### config.mk
export PLATFORM = sky130hd
export DESIGN_NAME = urv_decode
export DESIGN_NICKNAME = d
export VERILOG_FILES = /design/src/rtl/urv_decode.sv
export SDC_FILE = /design/constraint.sdc
export NUM_CORES = 1
export LEC_CHECK = 0
export ABC_AREA = 1
export CAP_MARGIN = 20
export CORE_UTILIZATION = 35
export DETAILED_ROUTE_END_ITERATION = 8
export PLACE_DENSITY = 0.68
export SLEW_MARGIN = 20
export SYNTH_ARGS = -nofsm -noshare
export SYNTH_HDL_FRONTEND = slang
export SYNTH_SLANG_ARGS = --single-unit
### constraint.sdc
create_clock -name clk_i -period 2.5 [get_ports clk_i]
set_input_delay 0.375 -clock clk_i [delete_from_list [all_inputs] [get_ports clk_i]]
set_output_delay 0.375 -clock clk_i [all_outputs]
set_load 0.005 [all_outputs]
### src/rtl/urv_decode.sv
// RV32I decode stage: registers one fetched instruction per cycle, splits it into fields, and stalls on load-use hazards.
// Optional M-extension MUL decode is enabled by defining URV_DECODE_MUL_EN.
module urv_decode (
  input  logic        clk_i,
  input  logic        rst_n_i,
  input  logic        f_valid_i,
  input  logic [31:0] f_ir_i,
  input  logic [31:0] f_pc_i,
  output logic        f_stall_o,
  input  logic        d_stall_i,
  input  logic        d_kill_i,
  output logic [4:0]  rf_rs1_o,
  output logic [4:0]  rf_rs2_o,
  output logic        d_valid_o,
  output logic [31:0] d_pc_o,
  output logic [31:0] d_ir_o,
  output logic [4:0]  d_opcode_o,
  output logic [2:0]  d_fun3_o,
  output logic [6:0]  d_fun7_o,
  output logic [4:0]  d_rs1_o,
  output logic [4:0]  d_rs2_o,
  output logic [4:0]  d_rd_o,
  output logic [31:0] d_imm_o,
  output logic        d_is_load_o,
  output logic        d_is_store_o,
  output logic        d_is_branch_o,
  output logic        d_is_mul_o,
  output logic        d_illegal_o
);

  localparam logic [4:0] OPC_LOAD   = 5'b00000;
  localparam logic [4:0] OPC_OP_IMM = 5'b00100;
  localparam logic [4:0] OPC_AUIPC  = 5'b00101;
  localparam logic [4:0] OPC_STORE  = 5'b01000;
  localparam logic [4:0] OPC_OP     = 5'b01100;
  localparam logic [4:0] OPC_LUI    = 5'b01101;
  localparam logic [4:0] OPC_BRANCH = 5'b11000;
  localparam logic [4:0] OPC_JALR   = 5'b11001;
  localparam logic [4:0] OPC_JAL    = 5'b11011;
  localparam logic [4:0] OPC_SYSTEM = 5'b11100;

  logic [4:0]  w_opc;
  logic [2:0]  w_fun3;
  logic [6:0]  w_fun7;
  logic        w_known;
  logic        w_mul_enc;
  logic        w_bad_op;
  logic        w_illegal;
  logic        w_use_rs1;
  logic        w_use_rs2;
  logic        w_is_load;
  logic        w_is_store;
  logic        w_is_branch;
  logic        w_is_mul;
  logic [31:0] w_imm;
  logic [31:0] w_imm_i;
  logic [31:0] w_imm_s;
  logic [31:0] w_imm_b;
  logic [31:0] w_imm_u;
  logic [31:0] w_imm_j;
  logic        w_hazard;

  logic        r_valid;
  logic [31:0] r_pc;
  logic [31:0] r_ir;
  logic [31:0] r_imm;
  logic        r_is_load;
  logic        r_is_store;
  logic        r_is_branch;
  logic        r_is_mul;
  logic        r_illegal;

  assign w_opc  = f_ir_i[6:2];
  assign w_fun3 = f_ir_i[14:12];
  assign w_fun7 = f_ir_i[31:25];

  assign w_imm_i = {{21{f_ir_i[31]}}, f_ir_i[30:20]};
  assign w_imm_s = {{21{f_ir_i[31]}}, f_ir_i[30:25], f_ir_i[11:7]};
  assign w_imm_b = {{20{f_ir_i[31]}}, f_ir_i[7], f_ir_i[30:25], f_ir_i[11:8], 1'b0};
  assign w_imm_u = {f_ir_i[31:12], 12'b0};
  assign w_imm_j = {{12{f_ir_i[31]}}, f_ir_i[19:12], f_ir_i[20], f_ir_i[30:21], 1'b0};

  assign w_mul_enc = (w_opc == OPC_OP) && (w_fun7 == 7'b0000001);

`ifdef URV_DECODE_MUL_EN
  // Only plain MUL is implemented; the other M-extension encodings trap.
  assign w_bad_op = w_mul_enc && (w_fun3 != 3'b000);
`else
  assign w_bad_op = w_mul_enc;
`endif

  always_comb begin
    w_known   = 1'b0;
    w_use_rs1 = 1'b0;
    w_use_rs2 = 1'b0;
    w_imm     = 32'd0;
    case (w_opc)
      OPC_LUI, OPC_AUIPC: begin
        w_known = 1'b1;
        w_imm   = w_imm_u;
      end
      OPC_JAL: begin
        w_known = 1'b1;
        w_imm   = w_imm_j;
      end
      OPC_JALR, OPC_LOAD, OPC_OP_IMM, OPC_SYSTEM: begin
        w_known   = 1'b1;
        w_use_rs1 = 1'b1;
        w_imm     = w_imm_i;
      end
      OPC_BRANCH: begin
        w_known   = 1'b1;
        w_use_rs1 = 1'b1;
        w_use_rs2 = 1'b1;
        w_imm     = w_imm_b;
      end
      OPC_STORE: begin
        w_known   = 1'b1;
        w_use_rs1 = 1'b1;
        w_use_rs2 = 1'b1;
        w_imm     = w_imm_s;
      end
      OPC_OP: begin
        w_known   = 1'b1;
        w_use_rs1 = 1'b1;
        w_use_rs2 = 1'b1;
      end
      default: ;
    endcase
  end

  assign w_illegal   = (f_ir_i[1:0] != 2'b11) || !w_known || w_bad_op;
  assign w_is_load   = !w_illegal && (w_opc == OPC_LOAD);
  assign w_is_store  = !w_illegal && (w_opc == OPC_STORE);
  assign w_is_branch = !w_illegal &&
                       ((w_opc == OPC_BRANCH) || (w_opc == OPC_JAL) || (w_opc == OPC_JALR));
`ifdef URV_DECODE_MUL_EN
  assign w_is_mul    = !w_illegal && w_mul_enc;
`else
  assign w_is_mul    = 1'b0;
`endif

  // Load-use check compares the incoming sources against the held load's destination.
  assign w_hazard = r_valid && r_is_load && (r_ir[11:7] != 5'd0) && f_valid_i &&
                    ((w_use_rs1 && (f_ir_i[19:15] == r_ir[11:7])) ||
                     (w_use_rs2 && (f_ir_i[24:20] == r_ir[11:7])));

  assign f_stall_o = d_stall_i || w_hazard;

  // Re-present the held addresses while stalled so synchronous RAM data stays aligned.
  assign rf_rs1_o = f_stall_o ? r_ir[19:15] : f_ir_i[19:15];
  assign rf_rs2_o = f_stall_o ? r_ir[24:20] : f_ir_i[24:20];

  always_ff @(posedge clk_i or negedge rst_n_i) begin
    if (!rst_n_i) begin
      r_valid     <= 1'b0;
      r_pc        <= 32'd0;
      r_ir        <= 32'd0;
      r_imm       <= 32'd0;
      r_is_load   <= 1'b0;
      r_is_store  <= 1'b0;
      r_is_branch <= 1'b0;
      r_is_mul    <= 1'b0;
      r_illegal   <= 1'b0;
    end else if (d_kill_i) begin
      r_valid <= 1'b0;
    end else if (d_stall_i) begin
      r_valid <= r_valid;
    end else if (w_hazard) begin
      r_valid <= 1'b0;
    end else begin
      r_valid     <= f_valid_i;
      r_pc        <= f_pc_i;
      r_ir        <= f_ir_i;
      r_imm       <= w_illegal ? 32'd0 : w_imm;
      r_is_load   <= w_is_load;
      r_is_store  <= w_is_store;
      r_is_branch <= w_is_branch;
      r_is_mul    <= w_is_mul;
      r_illegal   <= w_illegal;
    end
  end

  assign d_valid_o     = r_valid;
  assign d_pc_o        = r_pc;
  assign d_ir_o        = r_ir;
  assign d_opcode_o    = r_ir[6:2];
  assign d_fun3_o      = r_ir[14:12];
  assign d_fun7_o      = r_ir[31:25];
  assign d_rs1_o       = r_ir[19:15];
  assign d_rs2_o       = r_ir[24:20];
  assign d_rd_o        = r_ir[11:7];
  assign d_imm_o       = r_imm;
  assign d_is_load_o   = r_is_load;
  assign d_is_store_o  = r_is_store;
  assign d_is_branch_o = r_is_branch;
  assign d_is_mul_o    = r_is_mul;
  assign d_illegal_o   = r_illegal;

endmodule

==> key figures, run 1 <==
Yosys
  • Dominant cell type by area after synthesis: dfrtp_1
  • Fraction of synthesized cell area taken by the top area cell type: 49.8%
  • Count of different cell masters after synthesis: 23
  • Syn_nets: 712
  • Total number of yosys warnings: 0
  • Sequential element share of the synthesized area: 49.8%
  • Synth Area per Inst: 7.90 um^2
  • Synth area leaders: dfrtp_1 50%, nand2_1 20%, nand3_1 6.3%
  • Cell Area, Synth: 5080 um^2
  • Number of register bits inferred by synthesis: 101
  • Syn Inst Count: 643

Run
  • # Max-Cap Violations: 0

Critical path
  • Element type at the critical path start: input pin
  • Destination of the worst register-to-register timing path: d_pc_o[28]
  • Reg-to-reg critical path startpoint: d_ir_o[9]
  • Worst path slowest cell: clkdlybuf4s50_1
  • Register-to-Register Setup Slack: 700 ps
  • Chain of cells forming the critical path: clkdlybuf4s50_1, xnor2_1, nand2_1, nor2_1, nand3_1, nand2_2, nand2_2, nand2_2, buf_12, nand2_1, o21ai_0, dlygate4sd2_1
  • Highest cell delay on the worst timing path: 500 ps
  • R2r worst-path depth: 9
  • Worst endpoint required time: 2120 ps
  • Crit-path max FO: 21
  • Kind of end point of the critical path: output port
  • Worst setup path class: input pin to output port
  • Crit path top cell by count: nand2_2
  • Arr. time, crit path: 1980 ps

Timing
  • Maximum clock frequency: 425 MHz
  • Final critical delay including setup and external delays: 2350 ps
  • Post-route clock period utilization: 94.0%
  • Setup repair after global routing missed its margin: false
  • Pin slew with the least headroom to its limit: 612 ps
  • Final-report hold violation count: 0
  • Slew Limit Fails: 0
  • Max_slew headroom: 59.2%
  • Clock tree skew after final layout: 8.83 ps
  • Endpoints failing setup: 0

Cells and area
  • Final #Nets: 907
  • Non-filler cells, final: 1023
  • Diodes inserted: 0
  • Design Area, Final: 7600 um^2
  • Layout area overhead: 49.6%
  • Share of post-route cells with drive strength above 1: 8.78%

Route
  • Post-DR vias/cell: 4.74
  • Routed vias: 4845
  • Post-route ant nets: 0
  • Count of routing violations after the opening detailed-route iteration: 348
  • Routed wire length per instance: 15.3 um
  • Pre-antenna DRT Iters: 5
  • Final WL: 15600 um
  • Remaining DRCs: 0

Place
  • Cell area after placement: 7300 um^2
  • Count of placed standard cells including taps: 1004
  • Placer Congestion: 0.864
  • Detailed Place HPWL: 11400 um
  • Number of buffer cells added on primary ports: 210

Pwr
  • Leakage power figure: 0.00362 uW
  • Worst vdd rail ir drop: 0.288 mV
  • PwrDens: 575 nW/um^2
  • Overall power of the completed layout: 4370 uW
  • Sw Ratio: 26.9%
  • Total internal power: 3190 uW
  • Switching power: 1180 uW
  • Portion of total power attributed to the clock network: 33.0%
  • Sequential power share: 43.3%
  • Share of total power in combinational logic: 23.7%

Floorplan
  • Number of top-level pins: 212
  • Die height: 122 um
  • Std-Cell Rows: 43
  • Std-Cell Core Area: 14000 um^2
  • Effective utilization at floorplan: 36.2%
  • Horiz. Die Dim: 122 um
  • Die Footprint: 15000 um^2

GRT
  • Wire length of the first global-routing pass: 24700 um
  • Total routing usage reported by global routing: 22.0%
  • Antenna violations before repair: 2
  • Vias in the first global route: 4638
  • Global route total overflow: 0
  • Maximum number of pins on one net before global-route repair: 60

Clocking
  • Clock root buffer master: clkbuf_16
  • Worst-skew pair later-pin latency: 350 ps
  • Total CTS buffers: 9
  • Largest buffer count on any clock path: 2
  • Clock tree from TritonCTS: yes
  • Number of levels in the clock H-tree: 3
  • CTS clock-pin slew for the worst setup and hold paths: 70 ps
  • Number of hold buffers added after CTS: 0
  • Clock Sinks: 101

Worst hold path
  • Type of the worst min-delay path: input pin to asynchronous set/reset pin

Outcome
  • Run status: completed
synthesized netlist by cell type, drive strengths merged:
cell type,instances
a21oi,1
buf,56
clkbuf,13
conb,1
dfrtp,101
inv,34
nand2,267
nand3,65
nand3b,1
nand4,18
nor2,12
nor3,2
o21ai,67
xnor2,1
xor2,4
critical path, delay by kind of cell:
family,cells,cell delay [ps]
buffers and inverters,3,890
AND/OR/NAND/NOR,7,520
XOR/XNOR,1,120
AO/OA/AOI/OAI,1,60
area by class of cell:
class,count,area [um^2]
fillers,1307,6440
clock buffers,11,243
inverters,34,128
flip-flops and latches,101,2530
clock inverters,5,58.8
repair buffers,253,2470
multi-input cells,439,1940
well taps,180,225
logic make-up (layout without fill, tap and decap cells):
kind of cell	count (synthesis)	count (layout)	synth area share [%]
AND/OR/NAND/NOR	365	365	30.2
flip-flops	101	101	49.8
XOR/XNOR	5	5	0.862
other	1	1	0.0738
buffers and inverters	103	303	12.2
AO/OA/AOI/OAI	68	68	6.92
worst max-delay path by stage:
stage               depth (start not counted)  slack [ps]        from           to
floorplan                                  12         700   f_ir_i[6]  rf_rs2_o[4]
global placement                           15        -310   f_ir_i[5]  rf_rs1_o[3]
detailed placement                         14        -340   f_ir_i[3]  rf_rs1_o[2]
CTS                                        12         140  f_ir_i[15]  rf_rs1_o[2]
global route                                9          20   d_ir_o[9]  rf_rs1_o[2]
finish                                     12         150  f_ir_i[15]  rf_rs2_o[4]
state kept, by name, indices dropped and copies added, names as in the netlist:
| register | count |
|---|---|
| d_illegal_o | 1 |
| d_pc_o | 32 |
| d_ir_o | 32 |
| d_is_load_o | 1 |
| d_valid_o | 1 |
| d_is_store_o | 1 |
| d_is_branch_o | 1 |
| d_imm_o | 32 |
what timing repair did:
action	4_1_cts	5_1_grt
resized for setup	24	0
setup endpoints to repair	11	0
buffers inserted	3	0
cells in the final DEF, fill, tap and decap left out, types with 6 or more instances in the layout:
master           count
buf_12               6
buf_4               38
clkbuf_16            9
clkdlybuf4s50_1    188
dfrtp_1             99
dlygate4sd2_1       21
inv_1               31
nand2_1            263
nand3_1             64
nand4_1             18
nor2_1               8
o21ai_0             16
o21ai_1             51
power groups by stage:
stage	registers [uW]	logic, uW	clock network [uW]
after floorplan	1920	406	0
after global routing	1910	1140	1550
final	1890	1040	1440
after detailed placement	1920	1060	0
after CTS	1890	1050	1490
after global placement	1920	1050	0
metal layers:
layer	GRT usage [%]	vias to the layer above	wire length [um]
met4	7.32	4	275
met5	0	-	26
li1	-	2409	-
met1	27.6	2224	6820
met2	35.6	187	7320
met3	7.02	21	1200
metrics by stage:
| stage | hold slack (ps) | worst slack, ps | utilization [%] | TNS (ps) |
|---|---|---|---|---|
| 2_1_floorplan | 79.4 | 700 | - | 0 |
| 3_3_place_gp | 428 | -311 | 52.0 | -3270 |
| 3_5_place_dp | 438 | -336 | 52.0 | -3500 |
| 4_1_cts | 52.9 | 143 | 54.1 | 0 |
| 5_1_grt | 73.1 | 18.5 | 54.1 | 0 |
| 6_report | 24.3 | 149 | 54.1 | 0 |
Power figures use the tool's default switching activity.
==> inputs of run 2 (changes only) <==
Settings changed: SETUP_SLACK_MARGIN set to 0.05.
==> key figures, run 2 (same netlist as run 1, synthesis figures left out) <==
Pwr
  • Leakage power figure: 0.00363 uW (+0.32%)
  • PwrDens: 573 nW/um^2 (-0.36%)
  • Worst vdd rail ir drop: 0.287 mV (-0.18%)

Floorplan
  • Std-Cell Core Area: 14000 um^2 (unchanged)
  • Die Footprint: 15000 um^2 (unchanged)
  • Die height: 122 um (unchanged)
  • Number of top-level pins: 212 (unchanged)
  • Effective utilization at floorplan: 36.2% (unchanged)
  • Horiz. Die Dim: 122 um (unchanged)
  • Std-Cell Rows: 43 (unchanged)

Critical path
  • Family with the most delay on the worst path: buffers and inverters
  • Arr. time, crit path: 1980 ps (about the same)
  • Worst setup path class: input pin to output port
  • Kind of end point of the critical path: output port
  • Chain of cells forming the critical path: clkdlybuf4s50_1, xnor2_1, nand2_1, nor2_1, nand3_1, nand2_2, nand2_2, nand2_4, buf_12, nand2_1, o21ai_0, dlygate4sd2_1
  • Worst path slowest cell: clkdlybuf4s50_1
  • Register-to-Register Setup Slack: 680 ps (-20 ps)
  • Element type at the critical path start: input pin
  • Number of buffer and inverter stages on the critical path: 3 (unchanged)
  • Worst endpoint required time: 2120 ps (about the same)
  • Highest cell delay on the worst timing path: 500 ps (about the same)
  • Crit-path max FO: 11 (-48%)

Cells and area
  • Most frequent cells in the layout: 263 x nand2_1, 188 x clkdlybuf4s50_1, 99 x dfrtp_1
  • Layout area overhead: 50.4%
  • Final design utilization: 54.4% (+0.27 points)
  • Share of post-route cells with drive strength above 1: 9.00% (+0.23 points)
  • Commonest non-fill, non-tap cell in the layout: nand2_1
  • Non-filler cells, final: 1024 (+0.098%)
  • Final #Nets: 908 (+0.11%)
  • Diodes inserted: 0 (unchanged)

Timing
  • Final-report hold violation count: 0 (unchanged)
  • Max_slew headroom: 59.1% (about the same)
  • Slew Limit Fails: 0 (unchanged)
  • Final critical delay including setup and external delays: 2350 ps (+3.67 ps)
  • Setup repair after global routing missed its margin: true
  • Post-route clock period utilization: 94.2% (+0.15 points)
  • Accumulated negative setup slack: 0 ps (unchanged)
  • Maximum clock frequency: 425 MHz (-0.16%)
  • Endpoints failing setup: 0 (unchanged)
  • Hold WS: 24.4 ps (+0.0592 ps)
  • Pin slew with the least headroom to its limit: 613 ps (+0.740 ps)
  • Clock tree skew after final layout: 7.56 ps (-1.27 ps)

GRT
  • Total routing usage reported by global routing: 22.0% (unchanged)
  • Wire length of the first global-routing pass: 24700 um (unchanged)
  • Met3 track demand over resource in global routing: 7.02% (unchanged)
  • Maximum number of pins on one net before global-route repair: 60 (unchanged)
  • Vias in the first global route: 4638 (unchanged)
  • Most used routing layer in global routing: met2
  • Met1 track demand over resource in global routing: 27.6% (unchanged)
  • Grt met2 use: 35.6% (unchanged)
  • Antenna violations before repair: 2 (unchanged)
  • Global route total overflow: 0 (unchanged)

Clocking
  • Worst-skew pair later-pin latency: 350 ps (about the same)
  • Number of levels in the clock H-tree: 3 (unchanged)
  • Number of hold buffers added after CTS: 0 (unchanged)
  • Total CTS buffers: 9 (unchanged)
  • Largest buffer count on any clock path: 2 (unchanged)
  • Clock tree from TritonCTS: yes
  • CTS clock-pin slew for the worst setup and hold paths: 70 ps (about the same)
  • Clock root buffer master: clkbuf_16
  • Clock Sinks: 101 (unchanged)

Route
  • Routed wire length per instance: 15.3 um (+0.23%)
  • Final WL: 15700 um (+0.33%)
  • Count of routing violations after the opening detailed-route iteration: 358 (+2.9%)
  • Post-DR vias/cell: 4.73 (about the same)
  • Post-route ant nets: 0 (unchanged)
  • Routed vias: 4847 (+0.041%)
  • Pre-antenna DRT Iters: 7 (+2)
  • Remaining DRCs: 0 (unchanged)

Run
  • # Max-Cap Violations: 0 (unchanged)

Outcome
  • Run status: completed

Place
  • Detailed Place HPWL: 11400 um (unchanged)
  • Number of buffer cells added on primary ports: 210 (unchanged)
  • Count of placed standard cells including taps: 1004 (unchanged)
  • Placer Congestion: 0.864 (unchanged)

Worst hold path
  • Type of the worst min-delay path: input pin to asynchronous set/reset pin
-- run 2: cell types whose count changed in the layout (fill, tap and decap cells not counted), sizes merged --
cell,change
dlygate4sd2,-2
clkdlybuf4s15,+2
clkbuf,+1
-- run 2: per-layer routing --
metal / wire [um] / share of wire (%)
met5: 26 / 0.17
met2: 7410 / 47
met4: 274 / 1.7
met1: 6730 / 43
met3: 1250 / 8.0
-- run 2: timing repair --
action                                  in CTS  in global routing
gates resized for setup                     24                  4
cloned                                       0                  1
pin swaps                                    1                  0
buffers inserted                             3                  0
endpoints found under the setup margin      11                  7
-- run 2: path summary, 6_finish.rpt --
path / startpoint / end / cells past startpoint
min: rst_n_i / d_pc_o[19] / 1
max: f_ir_i[15] / rf_rs1_o[0] / 12
min reg2reg: d_pc_o[16] / d_pc_o[16] / 2
max reg2reg: d_ir_o[11] / d_imm_o[17] / 10
min in group clk_i: d_pc_o[16] / d_pc_o[16] / 2
max in group asynchronous: rst_n_i / d_ir_o[9] / 2
-- run 2: layout make-up --
| class | instances | area, um^2 |
|---|---|---|
| Clock buffer | 11 | 243 |
| Timing Repair Buffer | 254 | 2500 |
| Sequential cell | 101 | 2530 |
| Clock inverter | 5 | 58.8 |
| Tap cell | 180 | 225 |
| Inverter | 34 | 128 |
| Multi-Input combinational cell | 439 | 1950 |
| Fill cell | 1298 | 6400 |
-- run 2: metrics by stage --
step | setup slack (ps) | total power [uW] | area [um^2]
after CTS | 143 | 4430 | 7600
after global routing | 46.1 | 4610 | 7640
final | 146 | 4380 | 7640
after global placement | -311 | 2970 | 7300
after detailed placement | -336 | 2980 | 7300
after floorplan | 700 | 2320 | 5080
-- run 2: power breakdown --
part           internal, uW  total (uW)  switching (uW)
sequential             1780        1890             117
clock                   806        1440             633
combinational           613        1040             429
total                  3200        4380            1180
